**src/rtl/pc_sequencer_if.sv**
```systemverilog
// rtl/pc_sequencer_if.sv - control/fetch bundle between decode, sequencer and instruction memory
//
// Purpose: groups the decode-side control strobes and the fetch-side outputs
//          of pc_sequencer into one interface.
// Signals:
//   start, stall, halt, branch, branch_conditional, zero, call, ret, target[6:0]
//     - driven by the decode/control unit (master)
//   PC[6:0], fetch_valid, done, stack_err
//     - driven by the sequencer (slave)
interface pc_sequencer_if;
  logic       start;
  logic       stall;
  logic       halt;
  logic       branch;
  logic       branch_conditional;
  logic       zero;
  logic       call;
  logic       ret;
  logic [6:0] target;
  logic [6:0] PC;
  logic       fetch_valid;
  logic       done;
  logic       stack_err;

  modport master (
    output start, stall, halt, branch, branch_conditional, zero, call, ret, target,
    input  PC, fetch_valid, done, stack_err
  );

  modport slave (
    input  start, stall, halt, branch, branch_conditional, zero, call, ret, target,
    output PC, fetch_valid, done, stack_err
  );
endinterface

```
**src/rtl/pc_sequencer.sv**
```systemverilog
// rtl/pc_sequencer.sv - 7-bit program counter sequencer with bounded hardware return stack
//
// Purpose: owns the fetch PC, sequences IDLE/RUN/DONE, handles stall, halt,
//          branches and call/return through a STACK_DEPTH-entry return stack.
// Ports:
//   clk        - system clock, rising edge
//   reset      - asynchronous active-low reset
//   bus        - pc_sequencer_if.slave (control in, PC/fetch_valid/done/stack_err out)
//   run_cycles - [15:0] saturating count of cycles spent in RUN
//                (present only when PC_SEQ_CYCLE_COUNT_EN is defined)
// Parameters:
//   START_PC    - PC loaded on reset and on every start
//   STACK_DEPTH - number of return-address entries (1..8)
module pc_sequencer #(
  parameter logic [6:0] START_PC    = 7'd0,
  parameter int         STACK_DEPTH = 4
) (
  input  logic              clk,
  input  logic              reset,
  pc_sequencer_if.slave     bus
`ifdef PC_SEQ_CYCLE_COUNT_EN
  ,
  output logic [15:0]       run_cycles
`endif
);

  localparam int SP_W = 4;

  typedef enum logic [1:0] {
    IDLE = 2'd0,
    RUN  = 2'd1,
    DONE = 2'd2
  } state_t;

  state_t          state_q, state_d;
  logic [6:0]      pc_q, pc_d;
  logic [SP_W-1:0] sp_q, sp_d;
  logic            err_q, err_d;
  logic [6:0]      stack_q [STACK_DEPTH];
  logic [6:0]      stack_d [STACK_DEPTH];

  logic            taken;
  logic [6:0]      pop_addr;
  logic [6:0]      pc_inc;

  assign taken  = bus.branch && (!bus.branch_conditional || bus.zero);
  // Modulo-128 wrap falls out of the 7-bit add.
  assign pc_inc = pc_q + 7'd1;

  // Top-of-stack read: entry sp-1, selected by compare so sp never needs slicing.
  always_comb begin
    pop_addr = '0;
    for (int i = 0; i < STACK_DEPTH; i++) begin
      if (sp_q == SP_W'(i + 1)) pop_addr = stack_q[i];
    end
  end

  always_comb begin
    state_d = state_q;
    pc_d    = pc_q;
    sp_d    = sp_q;
    err_d   = err_q;
    stack_d = stack_q;

    unique case (state_q)
      IDLE: begin
        pc_d = START_PC;
        if (bus.start) begin
          state_d = RUN;
          sp_d    = '0;
        end
      end

      RUN: begin
        if (bus.start) begin
          pc_d = START_PC;
          sp_d = '0;
        end else if (!bus.stall) begin
          if (bus.halt) begin
            state_d = DONE;
          end else if (bus.ret) begin
            if (sp_q != '0) begin
              pc_d = pop_addr;
              sp_d = sp_q - SP_W'(1);
            end else begin
              err_d   = 1'b1;
              state_d = DONE;
            end
          end else if (bus.call) begin
            if (sp_q < SP_W'(STACK_DEPTH)) begin
              for (int i = 0; i < STACK_DEPTH; i++) begin
                if (sp_q == SP_W'(i)) stack_d[i] = pc_inc;
              end
              sp_d = sp_q + SP_W'(1);
              pc_d = bus.target;
            end else begin
              err_d   = 1'b1;
              state_d = DONE;
            end
          end else if (taken) begin
            pc_d = bus.target;
          end else begin
            pc_d = pc_inc;
          end
        end
      end

      DONE: begin
        if (bus.start) begin
          pc_d    = START_PC;
          sp_d    = '0;
          err_d   = 1'b0;
          state_d = RUN;
        end
      end

      default: begin
        state_d = IDLE;
        pc_d    = START_PC;
        sp_d    = '0;
      end
    endcase
  end

  always_ff @(posedge clk or negedge reset) begin
    if (!reset) begin
      state_q <= IDLE;
      pc_q    <= START_PC;
      sp_q    <= '0;
      err_q   <= 1'b0;
    end else begin
      state_q <= state_d;
      pc_q    <= pc_d;
      sp_q    <= sp_d;
      err_q   <= err_d;
    end
  end

  // Stack contents are don't-care after reset; sp alone defines validity.
  always_ff @(posedge clk) begin
    stack_q <= stack_d;
  end

  assign bus.PC          = pc_q;
  assign bus.fetch_valid = (state_q == RUN);
  assign bus.done        = (state_q == DONE);
  assign bus.stack_err   = err_q;

`ifdef PC_SEQ_CYCLE_COUNT_EN
  logic [15:0] cyc_q, cyc_d;

  always_comb begin
    cyc_d = cyc_q;
    if (bus.start) begin
      cyc_d = '0;
    end else if (state_q == RUN && cyc_q != 16'hFFFF) begin
      cyc_d = cyc_q + 16'd1;
    end
  end

  always_ff @(posedge clk or negedge reset) begin
    if (!reset) cyc_q <= '0;
    else        cyc_q <= cyc_d;
  end

  assign run_cycles = cyc_q;
`endif

endmodule
```
**src/flat_wrapper.sv**
```systemverilog
// flat-port wrapper written by rule: the top's interface ports become plain ports
module pc_sequencer_flat 
#(
  parameter logic [6:0] START_PC    = 7'd0,
  parameter int         STACK_DEPTH = 4
)
  (clk, reset, bus_start, bus_stall, bus_halt, bus_branch, bus_branch_conditional, bus_zero, bus_call, bus_ret, bus_target, bus_PC, bus_fetch_valid, bus_done, bus_stack_err);
  pc_sequencer_if bus_i ();
  input  logic clk;
  input  logic reset;
  input wire logic [$bits(bus_i.start)-1:0] bus_start;
  input wire logic [$bits(bus_i.stall)-1:0] bus_stall;
  input wire logic [$bits(bus_i.halt)-1:0] bus_halt;
  input wire logic [$bits(bus_i.branch)-1:0] bus_branch;
  input wire logic [$bits(bus_i.branch_conditional)-1:0] bus_branch_conditional;
  input wire logic [$bits(bus_i.zero)-1:0] bus_zero;
  input wire logic [$bits(bus_i.call)-1:0] bus_call;
  input wire logic [$bits(bus_i.ret)-1:0] bus_ret;
  input wire logic [$bits(bus_i.target)-1:0] bus_target;
  output wire logic [$bits(bus_i.PC)-1:0] bus_PC;
  output wire logic [$bits(bus_i.fetch_valid)-1:0] bus_fetch_valid;
  output wire logic [$bits(bus_i.done)-1:0] bus_done;
  output wire logic [$bits(bus_i.stack_err)-1:0] bus_stack_err;
  assign bus_i.start = bus_start;
  assign bus_i.stall = bus_stall;
  assign bus_i.halt = bus_halt;
  assign bus_i.branch = bus_branch;
  assign bus_i.branch_conditional = bus_branch_conditional;
  assign bus_i.zero = bus_zero;
  assign bus_i.call = bus_call;
  assign bus_i.ret = bus_ret;
  assign bus_i.target = bus_target;
  assign bus_PC = bus_i.PC;
  assign bus_fetch_valid = bus_i.fetch_valid;
  assign bus_done = bus_i.done;
  assign bus_stack_err = bus_i.stack_err;
  pc_sequencer #(.START_PC(START_PC), .STACK_DEPTH(STACK_DEPTH)) u_core (.clk(clk), .reset(reset), .bus(bus_i));
endmodule
```
**config.mk**
```make
export PLATFORM = sky130hd
export DESIGN_NAME = pc_sequencer_flat
export DESIGN_NICKNAME = d
export VERILOG_FILES = /design/src/rtl/pc_sequencer_if.sv /design/src/rtl/pc_sequencer.sv /design/src/flat_wrapper.sv
export SDC_FILE = /design/constraint.sdc
export NUM_CORES = 1
export LEC_CHECK = 0
export CAP_MARGIN = 15
export CORE_AREA = 2 2 78 80
export CTS_CLUSTER_SIZE = 25
export DETAILED_ROUTE_END_ITERATION = 8
export DIE_AREA = 0 0 80 82
export PLACE_DENSITY = 0.59
export SLEW_MARGIN = 40
export SYNTH_ARGS = -nofsm -noshare
export SYNTH_HDL_FRONTEND = slang
export SYNTH_SLANG_ARGS = --single-unit
export TNS_END_PERCENT = 10
```
**constraint.sdc**
```tcl
create_clock -name clk -period 2.2 [get_ports clk]
set_input_delay 0.55 -clock clk [delete_from_list [all_inputs] [get_ports clk]]
set_output_delay 0.55 -clock clk [all_outputs]
set_load 0.1 [all_outputs]
```
======== Yosys cells after proc, flatten, opt, wreduce, memory -nomap -nowiden ========
Index checks and enable logic that the tools add are counted.
Widths: inputs -> output; s select.
cells by class
  $add $sub $neg .......................... 3
  magnitude comparators ................... 1
  eq/ne operators ......................... 23
  muxes and demuxes ....................... 41
  bitwise logic cells ..................... 4
  reductions and logical operators ........ 16
operator list
  cell                 count
  $mux 7               13
  $reduce_and 8->1     5
  $mux 4               8
  $mux 2               8
  $ne 4x4->1 const B   4
  $ne 3x3->1 const B   5
  $pmux 7 s2           1
  $reduce_and 6->1     2
  $eq 4x2->1 const B   2
  $mux 1               8
  $ne 2x2->1 const B   4
  $ne 4x3->1 const B   2
  $pmux 4 s2           1
  $add 7x1->7 const B  1
  $ne 5x4->1 const B   1
  $reduce_and 5->1     1
  $add 4x1->4 const B  1
  $eq 4x1->1 const B   1
  $eq 4x3->1 const B   1
  $logic_not 4->1      1
  $lt 4x3->1 const B   1
  $not 1->1            4
  $pmux 2 s2           1
  $reduce_bool 4->1    1
  11 further kinds     11
storage, ports and cells
  register bits ........................... 42
  input bits .............................. 17
  output and inout port bits .............. 10
  logic and storage cells ................. 96

======== Longest topological paths before layout ========
  word-level depth ........................ 11
  mapped depth ............................ 8
  depth with buffers taken out ............ 7

======== Worst setup path before layout ========
Ideal clock, no wire load.
  path kind ............................... register to register
  start point ............................. reg u_core.pc_q[0], in the netlist u_core.bus.PC[0]
  end point ............................... reg u_core.pc_q[6], in the netlist u_core.bus.PC[6]
  setup time .............................. 0.104 ns
  arrival ................................. 2.130 ns
  required time ........................... 2.096 ns
  setup slack ............................. -0.033 ns
  cell stages (with the launch flop) ...... 7
  buffers on the path ..................... 0
  clock period less this slack ............ 2.233 ns
  cells stage by stage .................... dfrtp_1 ha_1 nand2_1 nor2_1 xor2_1 nor3_1 o41ai_2
between the ends
  word-level cells in the longest chain between the ends .. 8
ends and longest elaborated chain
  what                        RTL line             text
  from (decl)                 pc_sequencer.sv:36   logic [6:0] pc_q, pc_d;
  from (signal assigned)      pc_sequencer.sv:133  pc_q <= pc_d;
  $add 7x1->7                 pc_sequencer.sv:48   assign pc_inc = pc_q + 7'd1;
  named net u_core.pc_inc[6]  pc_sequencer.sv:44   logic [6:0] pc_inc;
  $mux 7                      pc_sequencer.sv:100  end else if (taken) begin
  $mux 7                      pc_sequencer.sv:89   end else if (bus.call) begin
  $mux 7                      pc_sequencer.sv:81   end else if (bus.ret) begin
  $mux 7                      pc_sequencer.sv:79   if (bus.halt) begin
  $mux 7                      pc_sequencer.sv:78   end else if (!bus.stall) begin
  $mux 7                      pc_sequencer.sv:75   if (bus.start) begin
  $pmux 7 s2                  pc_sequencer.sv:65   unique case (state_q)
The timed path passes the listed nets, and every way through them passes these cells. The select of a mux whose other input is x is not followed.
A chain may end at the register's enable or synchronous reset.

======== Final worst setup path ========
  start point ............................. reg u_core.sp_q[0]
  end point ............................... reg u_core.pc_q[6], in the netlist u_core.bus.PC[6]
between the ends
  word-level cells in the longest chain between the ends .. 11
  elaborated cells on any way between the ends .. 19
  classes of those cells .................. order compare (1); eq/ne (6); mux (10); reduce/logical (2)
ends and longest elaborated chain
  what                    RTL line             text
  from (decl)             pc_sequencer.sv:37   logic [SP_W-1:0] sp_q, sp_d;
  from (signal assigned)  pc_sequencer.sv:134  sp_q <= sp_d;
  $eq 4x1->1              pc_sequencer.sv:54   if (sp_q == SP_W'(i + 1)) pop_addr = stack_q[i];
  $mux 7 (4 in a row)     pc_sequencer.sv:54
  $mux 7                  pc_sequencer.sv:82   if (sp_q != '0) begin
  $mux 7                  pc_sequencer.sv:81
  $mux 7                  pc_sequencer.sv:79
  $mux 7                  pc_sequencer.sv:78
  $mux 7                  pc_sequencer.sv:75
  $pmux 7 s2              pc_sequencer.sv:65
Several ways; a longest one is shown, not always the timed one. The select of a mux whose other input is x is not followed.

==> reports/metrics.cfg <==
[worst_setup_path]
crit_arrival_ns = 2.19
path_cells = inv_1 > ha_1 > nor2b_2 > a221o_1 > a22oi_1 > o21a_1 > o41ai_2
path_class = reg2reg
crit_path_max_incr_delay_ns = 0.45
end_kind = flip-flop
setup.worst_path.start = u_core.sp_q[0]
start_kind = flip-flop
crit_family = compound AO/OA/AOI/OAI gates
worstPathMaxFanout = 6
reg2reg_from = u_core.sp_q[0]
slowest_stage = dfrtp_1
cp.buffers_inverters = 1
critPathRequiredTime_ns = 2.39

[finish]
layout_common_cells = buf_4, edfxtp_1, nand2_1, clkdlybuf4s50_1, dfrtp_1
fin_util_pct = 48.82
antennaDiodeCount = 0
drive_gt1_share_pct = 24.38
final_cells = 317
nNetsFinal = 263
num-fill-cells = 547
regArea_um2 = 1194
final_common_cell = buf_4
multi_input_area_um2 = 933.4
area_growth_pct = 26.88

[timing]
hold_viol = 0
timing.fmax_mhz = 499.8
setup_viol = 0
min_period_ns = 2.001
worst_pin_slew_ns = 0.4354
finClkSkew_ns = 0.009087
slew_headroom_pct = 70.97
tns_ns = 0
fin_crit_sh_pct = 90.95
maxSlewViolCount = 0
rsz0062_at_grt = no

[clock_tree]
numCtsBuffers = 5
clk_path_buf_depth = 2
postCtsSetupBuffers = 0
clk_pin_slew_ns = 0.08
cts.sinks = 42
clock_latency_ns = 0.29
cts_tree = done
cts-resized-gates = 0
root_buffer = clkbuf_8
cts_max_level = 2
cts_hold_buffers = 0

[synth]
synth_cell_type_count = 60
ys.warnings.count = 0
synthFlopType = edfxtp_1
synthArstFlopShare_pct = 33.33
synth_edf_count = 28
avgSynthCellArea_um2 = 11.51
ys_seq_area_share_pct = 53.88
synth_seq_cells = 42
syn_area_um2 = 2211
postSynthCellCount = 192
syn_nets = 214

[die]
start_util_pct = 38.48
coreArea_um2 = 5746
ios = 27
die_width_um = 80
dieArea_um2 = 6560
fp-row-count = 28
die-height_um = 82

[routing]
viasPerCell = 5.322
wl_per_cell_um = 15.66
drtIter0Drc = 145
routed-via-count = 1687
ant_nets = 0
drt-total-wl_mm = 4.964
dr.pass1.iters = 4
remaining_drc_errors = 0

[placement]
portBuffers = 26
dpl.hpwl_mm = 3.799
dp_cells = 309
place.gp.congestion = 0.8483

[grt]
grt.total_usage_pct = 16.75
grt_use_met1_pct = 23.27
met3_usage_pct = 3.187
met2_usage_pct = 27.08
grt_overflow_total = 0
grt_start_max_net_pins = 16
antenna_found_initial = 0
grt_pass1_vias = 1699
grt.busiest_layer = met2
grt_pass1_wl_mm = 8.487

[hold_path]
min_path_type = reg2reg
hold_path_startpoint = u_core.bus.stack_err

[power_and_ir_drop]
power.density_nw_per_um2 = 621.7
irDropWorstVdd_mv = 0.2862
leakagePower_nw = 1.090

[job]
max_cap_viol_count = 0

[status]
status = completed

[area by class of cell]
| class | count | area share [%] |
|---|---|---|
| clock buffer | 5 | 2.453 |
| clock inverter | 3 | 0.8921 |
| inverter | 10 | 1.338 |
| multi-input combinational | 132 | 33.27 |
| sequential | 42 | 42.55 |
| tap | 75 | 3.345 |
| timing repair buffer | 50 | 16.15 |
[where the power goes]
| group | internal, W | switching, W |
|---|---|---|
| sequential | 0.000854 | 0.0000234 |
| combinational | 0.000145 | 0.000210 |
| clock | 0.000229 | 0.000283 |
[state kept, by name, summed over array words and instances (netlist names)]
signal,cells
u_core.sp_q,4
u_core.bus.PC,7
u_core.state_q,2
u_core.bus.stack_err,1
u_core.stack_q,28
[cell usage after synthesis (3+ instances only)]
master / instances / area (µm²)
o211ai_1: 4 / 30.03
dfrtp_1: 14 / 350.3
nand2b_1: 3 / 18.77
o21ai_1: 3 / 15.01
nor2_1: 10 / 37.54
a21oi_1: 9 / 45.04
nand2_1: 16 / 60.06
a221o_1: 3 / 30.03
xor2_1: 3 / 26.28
ha_1: 5 / 62.56
inv_1: 8 / 30.03
nand3_1: 8 / 40.04
buf_2: 3 / 15.01
edfxtp_1: 28 / 840.8
o21ai_0: 5 / 25.02
a22o_1: 3 / 26.28
a221oi_1: 3 / 26.28
nor3_1: 6 / 30.03
mux2i_1: 4 / 40.04
and2_1: 3 / 18.77
[layer usage]
| layer | vias up | part of all wire [%] | wire length, µm |
|---|---|---|---|
| met2 | 43 | 46 | 2284 |
| met3 | 7 | 4.3 | 211 |
| li1 | 831 | - | - |
| met1 | 806 | 49 | 2410 |
| met4 | 0 | 1.2 | 58 |
| met5 | - | 0 | 0 |
[cell families after synthesis]
| logic type | Yosys count | synth area share [%] |
|---|---|---|
| fa+ha+maj | 5 | 2.830 |
| simple gates | 65 | 16.19 |
| compound gates | 53 | 19.41 |
| xor+xnor | 5 | 1.981 |
| buf+inv | 18 | 3.905 |
| mux | 4 | 1.811 |
| flops | 42 | 53.88 |
[tightest hold or removal path, stage by stage, from the launching register on]
cell,delay (ns)
dfrtp_1,0.36
nand2_1,0.05
nand2_1,0.06
[final timing paths]
kind	to	slack, ns	cells past startpoint
setup reg to reg	u_core.bus.PC[6]	0.20	7
hold / removal	u_core.bus.stack_err	0.50	2
min in group asynchronous	u_core.bus.PC[1]	0.57	2
max in group asynchronous	u_core.bus.PC[0]	1.44	2
setup / recovery	u_core.bus.PC[6]	0.20	7
hold reg to reg	u_core.bus.stack_err	0.50	2
[through the flow]
stage	setup WS [ns]	hold slack [ns]	power [W]	area (µm²)
2_1_floorplan	0.09330	0.2544	0.001114	2213
3_3_place_gp	-0.01086	0.4834	0.001250	2711
3_5_place_dp	-0.05501	0.4938	0.001249	2711
4_1_cts	0.1700	0.5124	0.001760	2805
5_1_grt	0.006048	0.5470	0.001823	2805
6_report	0.1990	0.5042	0.001744	2805
No activity file was read; power rests on OpenSTA's default activity.
